===== src/rtl/fifo_arb_pkg.sv =====
// Shared types and width helpers for the FIFO write-port arbiter.
// The default widths match the arbiter's default parameters.
package fifo_arb_pkg;

   typedef enum logic {
      ST_IDLE = 1'b0,
      ST_OWN  = 1'b1
   } arb_state_t;

   function automatic int id_width(input int n);
      return (n > 1) ? $clog2(n) : 1;
   endfunction

   function automatic int cnt_width(input int m);
      return $clog2(m + 1);
   endfunction

   localparam int N_REQ_DEF     = 4;
   localparam int MAX_BURST_DEF = 4;
   localparam int ID_W          = id_width(N_REQ_DEF);
   localparam int CNT_W         = cnt_width(MAX_BURST_DEF);

endpackage


===== src/rtl/fifo_write_arbiter_rr_picker.sv =====
// Round-robin picker: finds the first set request after 'last', wrapping around.
// The search starts at last+1, so 'last' itself is only chosen when it is the sole requester.
module rr_picker
   import fifo_arb_pkg::*;
#(
   parameter int N_REQ = 4,
   localparam int IDX_W = id_width(N_REQ)
) (
   input  logic [N_REQ-1:0] req,
   input  logic [IDX_W-1:0] last,
   output logic             found,
   output logic [IDX_W-1:0] idx
);

   // Scan offsets 1..N_REQ; the first hit latches and later hits are masked.
   always_comb begin
      found = 1'b0;
      idx   = {IDX_W{1'b0}};
      for (int k = 1; k <= N_REQ; k++) begin
         logic [IDX_W-1:0] cand;
         logic             hit;
         cand  = IDX_W'((int'(last) + k) % N_REQ);
         hit   = ~found & req[cand];
         idx   = hit ? cand : idx;
         found = found | hit;
      end
   end

endmodule


===== src/rtl/fifo_write_arbiter.sv =====
// Shares one FIFO write port among N_REQ producers with round-robin grants and
// bounded bursts; a grant always ends with one IDLE cycle before the next pick.
module fifo_write_arbiter
   import fifo_arb_pkg::*;
#(
   parameter int N_REQ     = 4,
   parameter int DATA_W    = 8,
   parameter int MAX_BURST = 4,
   localparam int GID_W    = id_width(N_REQ),
   localparam int BEAT_W   = cnt_width(MAX_BURST)
) (
   input  logic                      clk,
   input  logic                      rst,
   input  logic [N_REQ-1:0]          req,
   input  logic [N_REQ*DATA_W-1:0]   din,
   output logic [N_REQ-1:0]          ack,
   input  logic                      fifo_full,
   output logic                      fifo_wr_en,
   output logic [DATA_W-1:0]         fifo_din,
   output logic                      grant_valid,
   output logic [GID_W-1:0]          grant_id
);

   arb_state_t        state_r, state_n;
   logic [GID_W-1:0]  owner_r, owner_n;
   logic [GID_W-1:0]  last_owner_r, last_owner_n;
   logic [BEAT_W-1:0] beat_cnt_r, beat_cnt_n;

   logic              pick_found;
   logic [GID_W-1:0]  pick_idx;
   logic              owner_req;
   logic              wr_en;
   logic [DATA_W-1:0] owner_data;

   rr_picker #(
      .N_REQ (N_REQ)
   ) u_picker (
      .req   (req),
      .last  (last_owner_r),
      .found (pick_found),
      .idx   (pick_idx)
   );

   // Owner request, write qualification and data/ack steering.
   always_comb begin
      owner_req  = req[owner_r];
      wr_en      = (state_r == ST_OWN) & owner_req & ~fifo_full;
      owner_data = {DATA_W{1'b0}};
      ack        = {N_REQ{1'b0}};
      for (int i = 0; i < N_REQ; i++) begin
         owner_data = (owner_r == GID_W'(i)) ? din[i*DATA_W +: DATA_W] : owner_data;
         ack[i]     = wr_en & (owner_r == GID_W'(i));
      end
      fifo_wr_en  = wr_en;
      fifo_din    = (state_r == ST_OWN) ? owner_data : {DATA_W{1'b0}};
      grant_valid = (state_r == ST_OWN);
      grant_id    = (state_r == ST_OWN) ? owner_r : {GID_W{1'b0}};
   end

   // Next-state: pick in IDLE; in OWN release on dropped request or a full burst.
   always_comb begin
      state_n      = state_r;
      owner_n      = owner_r;
      last_owner_n = last_owner_r;
      beat_cnt_n   = beat_cnt_r;
      case (state_r)
         ST_IDLE: begin
            if (pick_found) begin
               owner_n    = pick_idx;
               beat_cnt_n = {BEAT_W{1'b0}};
               state_n    = ST_OWN;
            end else begin
               state_n    = ST_IDLE;
            end
         end
         ST_OWN: begin
            if (!owner_req) begin
               state_n      = ST_IDLE;
               last_owner_n = owner_r;
            end else if (wr_en) begin
               beat_cnt_n = beat_cnt_r + BEAT_W'(1);
               if (beat_cnt_r == BEAT_W'(MAX_BURST - 1)) begin
                  state_n      = ST_IDLE;
                  last_owner_n = owner_r;
               end else begin
                  state_n      = ST_OWN;
               end
            end else begin
               // Full stall: hold the grant and the beat count.
               state_n = ST_OWN;
            end
         end
         default: begin
            state_n = ST_IDLE;
         end
      endcase
   end

   // State registers; reset abandons any burst in progress.
   always_ff @(posedge clk) begin
      if (rst) begin
         state_r      <= ST_IDLE;
         owner_r      <= {GID_W{1'b0}};
         last_owner_r <= GID_W'(N_REQ - 1);
         beat_cnt_r   <= {BEAT_W{1'b0}};
      end else begin
         state_r      <= state_n;
         owner_r      <= owner_n;
         last_owner_r <= last_owner_n;
         beat_cnt_r   <= beat_cnt_n;
      end
   end

endmodule


===== config.mk =====
export PLATFORM = sky130hd
export DESIGN_NAME = fifo_write_arbiter
export DESIGN_NICKNAME = d
export VERILOG_FILES = /design/src/rtl/fifo_arb_pkg.sv /design/src/rtl/fifo_write_arbiter_rr_picker.sv /design/src/rtl/fifo_write_arbiter.sv
export SDC_FILE = /design/constraint.sdc
export NUM_CORES = 1
export LEC_CHECK = 0
export ABC_CLOCK_PERIOD_IN_PS = 4100
export CAP_MARGIN = 20
export CORE_ASPECT_RATIO = 1.2
export CORE_UTILIZATION = 40
export CTS_BUF_LIST = sky130_fd_sc_hd__clkbuf_4 sky130_fd_sc_hd__clkbuf_8
export CTS_CLUSTER_DIAMETER = 150
export CTS_CLUSTER_SIZE = 20
export DETAILED_ROUTE_END_ITERATION = 6
export PLACE_DENSITY_LB_ADDON = 0.3
export SYNTH_ARGS = -nofsm -noshare
export SYNTH_HDL_FRONTEND = slang
export SYNTH_SLANG_ARGS = --single-unit

===== constraint.sdc =====
create_clock -name clk -period 4.1 [get_ports clk]
set_input_delay 0.615 -clock clk [delete_from_list [all_inputs] [get_ports clk]]
set_output_delay 0.615 -clock clk [all_outputs]
set_load 0.01 [all_outputs]

==> metrics list <==
- Clock latency on the worst-skew pair, taken at its later pin, is 250 ps.
- The number of global-route vias before repair was 850.
- Yosys attributes the largest share of cell area to mux4_2 24%, dfxtp_1 19%, and2_1 7.6%.
- Entering global routing, the biggest net connects 19 pins.
- Post-layout util: 72.0%
- Pre-CTS worst setup slack: roughly 1100 ps
- The number of max-slew violations in the final report is 0.
- After legalization and detailed placement, the total HPWL measured 1920 microns.
- Worst setup path category: input pin to output pin
- Among all flip-flop cells after synthesis, the most frequent one is dfxtp_1.
- Data on the critical path arrives at its endpoint at 2450 ps.
- For this block, the routed nets add up to about 2400 microns of wire.
- The detailed router placed roughly 910 vias in this run.
- Across every metal layer, demand over resource in global routing totals a little over a fifth.
* Worst hold path class: flop to flop
- Number of buffers added on ports: 54
- The initialized floorplan defines 17 standard-cell rows.
* Multi-input logic area: 604 sq um
* Share of layout cells above drive strength 1: under 10%
- TritonCTS built the clock tree.
- Maximum clock insertion buffer count: 2
* Synthesized instance count: about 90
* Root Driver: clkbuf_4
* Failing checks: DRC
- Die H: 51.9 microns
- The clock network is responsible for 18.5% of the overall power.
- After synthesis the netlist holds a flip-flop and latch count of 8.
- Detail-routed via count per cell: approximately 5.7
- Post-cts resize count: 0
- Total negative slack for setup checks: 0 ps
* Number of sinks on the clock net: 8
- Summing all flip-flop and latch instances after layout gives 160 sq um.
* Antenna violation net count after detailed routing: 0
- Placed instance count: around 160
- Syn Nets: 132
- Synth area leader: mux4_2
- Clock skew after layout: 2.44 ps
- Leakage dissipation: 0.499 nW
- At the end of the flow, the number of nets in the layout was 183.
* Wirelength per Cell: 15.1 microns
- Hold repair after CTS inserted 0 buffers.
* Post-Layout Cell Count: 159
- Buffers inserted during clock tree synthesis total 3.
- Starting density of the core: roughly 44%
- Maximum level of the CTS H-tree: 1
- Slew at the pin closest to its max-slew limit: 799 ps
- Type of element capturing the critical path: output pin
* Warning count from the yosys run: 0
* DRC Markers: 16
- The worst setup path is launched from an input pin.
- The number of different library cells used by synthesis comes to 33.
- Once the clock tree was built, the setup fixing pass inserted 0 buffers.
- In this run, synthesis inferred 0 flip-flops with an integrated enable.
- Router iterations before antenna repair: 6
- Post-Syn Area per Cell: between 9 and 10 sq um
- The tool flagged a number of max-cap violations equal to 0.
* Proportion of power drawn by flip-flops and latches: 34.7%
- Netlist area before placement: about 830 sq um
* Outcome: complete, but fails checks
- Switching share of total power: 30.3%
* Top cell type's share of synthesized area: 24.5%
* Synthesis-to-finish area growth: 64.5%
* Maximum fanout along the worst path: 9
- Setup violations remaining at the end of the flow were counted as 0.
- The count of final hold-check violations came to 0.
- For the worst setup path, the data required time is 3480 ps.
- For this run, the register share of the synthesized area comes to between 10% and 20%.
* Final critical delay including setup and external delays: 3070 ps
- DR iter-0 viols: 32
- Internal Power: 219 uW
- 0 antenna diodes ended up in the layout.
- Timing-limited maximum frequency: 326 MHz
- Most frequent cells after synthesis: 10 x and2_1, 9 x mux4_2, 8 x dfxtp_1, 8 x nor2_1, 6 x nand2_1
- Routability-driven placement finished with a final weighted congestion of 0.887.
* Fill cells: 145
* Unrepaired setup endpoints after global routing: no
- Power per Cell Area: 231 mW/mm^2
* Reg clk slew, reported paths: around 50 ps
- 55 I/O pins were placed.
- VDD sags by at most 182 uV.
- Dividing the final minimum period by the clock period gives 74.8%.
- Measured along the x axis, the die boundary spans 43.5 microns.
- Global-route wire length before repair: ~3700 microns
* Antenna violations before repair: 0
- Most numerous cell in the Yosys netlist: and2_1
* Switching pwr: around 95 uW
* Share of power burned in combinational logic: 46.8%
* Placeable core region: 0.00189 sq mm
- The total overflow left after global routing is 0.
- Proportion of register bits with asynchronous set or reset after synthesis: 0%
* Die ar.: 0.00226 sq mm
- After layout, the worst setup slack is 1030 ps.
- Headroom to the max-slew limit came out at 46.6%.
==> cells in the final DEF, fill, tap and decap left out, types with 3 or more instances in the layout <==
cell | netlist | layout
nor3_1 | 4 | 4
clkbuf_4 | 0 | 3
nor2b_1 | 4 | 4
mux4_2 | 9 | 9
dfxtp_1 | 8 | 8
nor2_1 | 8 | 8
and2_1 | 10 | 10
nand2b_1 | 4 | 4
mux2i_1 | 3 | 3
nand2_1 | 6 | 6
inv_1 | 3 | 3
clkdlybuf4s50_1 | 0 | 54
==> kinds of logic after synthesis <==
logic type,synth area share (%)
AND/OR/NAND/NOR,31.1
AO/OA/AOI/OAI,10.7
multiplexers,28.1
buffers and inverters,7.70
flip-flops,19.3
adder cells (fa/ha/maj),3.02
==> per-layer routing <==
| metal | track usage [%] | routed length [microns] |
|---|---|---|
| met1 | 24.7 | 913 |
| met2 | 36.3 | 1180 |
| met3 | 7.64 | 272 |
| met4 | 8.33 | 25 |
| met5 | 0 | 0 |
==> per-stage QoR <==
stage               hold WS, ps  area [sq um]  power (mW)
floorplan                   451           828       0.188
global route                521          1360       0.333
CTS                         485          1360       0.318
finish                      484          1360       0.315
global placement            473          1340       0.254
detailed placement          478          1340       0.258
==> flip-flops by register name (all words and copies together) (netlist names) <==
name          flops
beat_cnt_r        3
grant_valid       1
last_owner_r      2
owner_r           2
==> critical path: stages <==
cell and delay, ps:
clkdlybuf4s50_1 540, mux4_2 560, nand2_1 200, inv_1 60, clkdlybuf4s50_1 470
==> path summary, 6_finish.rpt <==
| path | start | end | slack [ps] | cells after the start |
|---|---|---|---|---|
| max reg2reg | owner_r[1]$_SDFFE_PP0P_ | beat_cnt_r[1]$_SDFFE_PP0P_ | 2210 | 4 |
| max | req[3] | fifo_wr_en | 1030 | 5 |
| min reg2reg | beat_cnt_r[0]$_SDFFE_PP0P_ | beat_cnt_r[0]$_SDFFE_PP0P_ | 480 | 1 |
| min | beat_cnt_r[0]$_SDFFE_PP0P_ | beat_cnt_r[0]$_SDFFE_PP0P_ | 480 | 1 |
==> final cells by class <==
type / instances / share of cell area, %
multi-input combinational: 72 / 44.4
timing repair buffer: 54 / 39.7
sequential: 8 / 11.8
tap: 19 / 1.74
clock buffer: 3 / 1.65
inverter: 3 / 0.826
==> power by group through the flow <==
stage / Sequential [mW] / Combinational [mW] / Clock, mW
finish: 0.109 / 0.147 / 0.0581
global route: 0.113 / 0.158 / 0.0623
CTS: 0.110 / 0.148 / 0.0604
detailed placement: 0.111 / 0.147 / 0
global placement: 0.111 / 0.142 / 0
floorplan: 0.0930 / 0.0946 / 0
No activity file was read; power rests on OpenSTA's default activity.
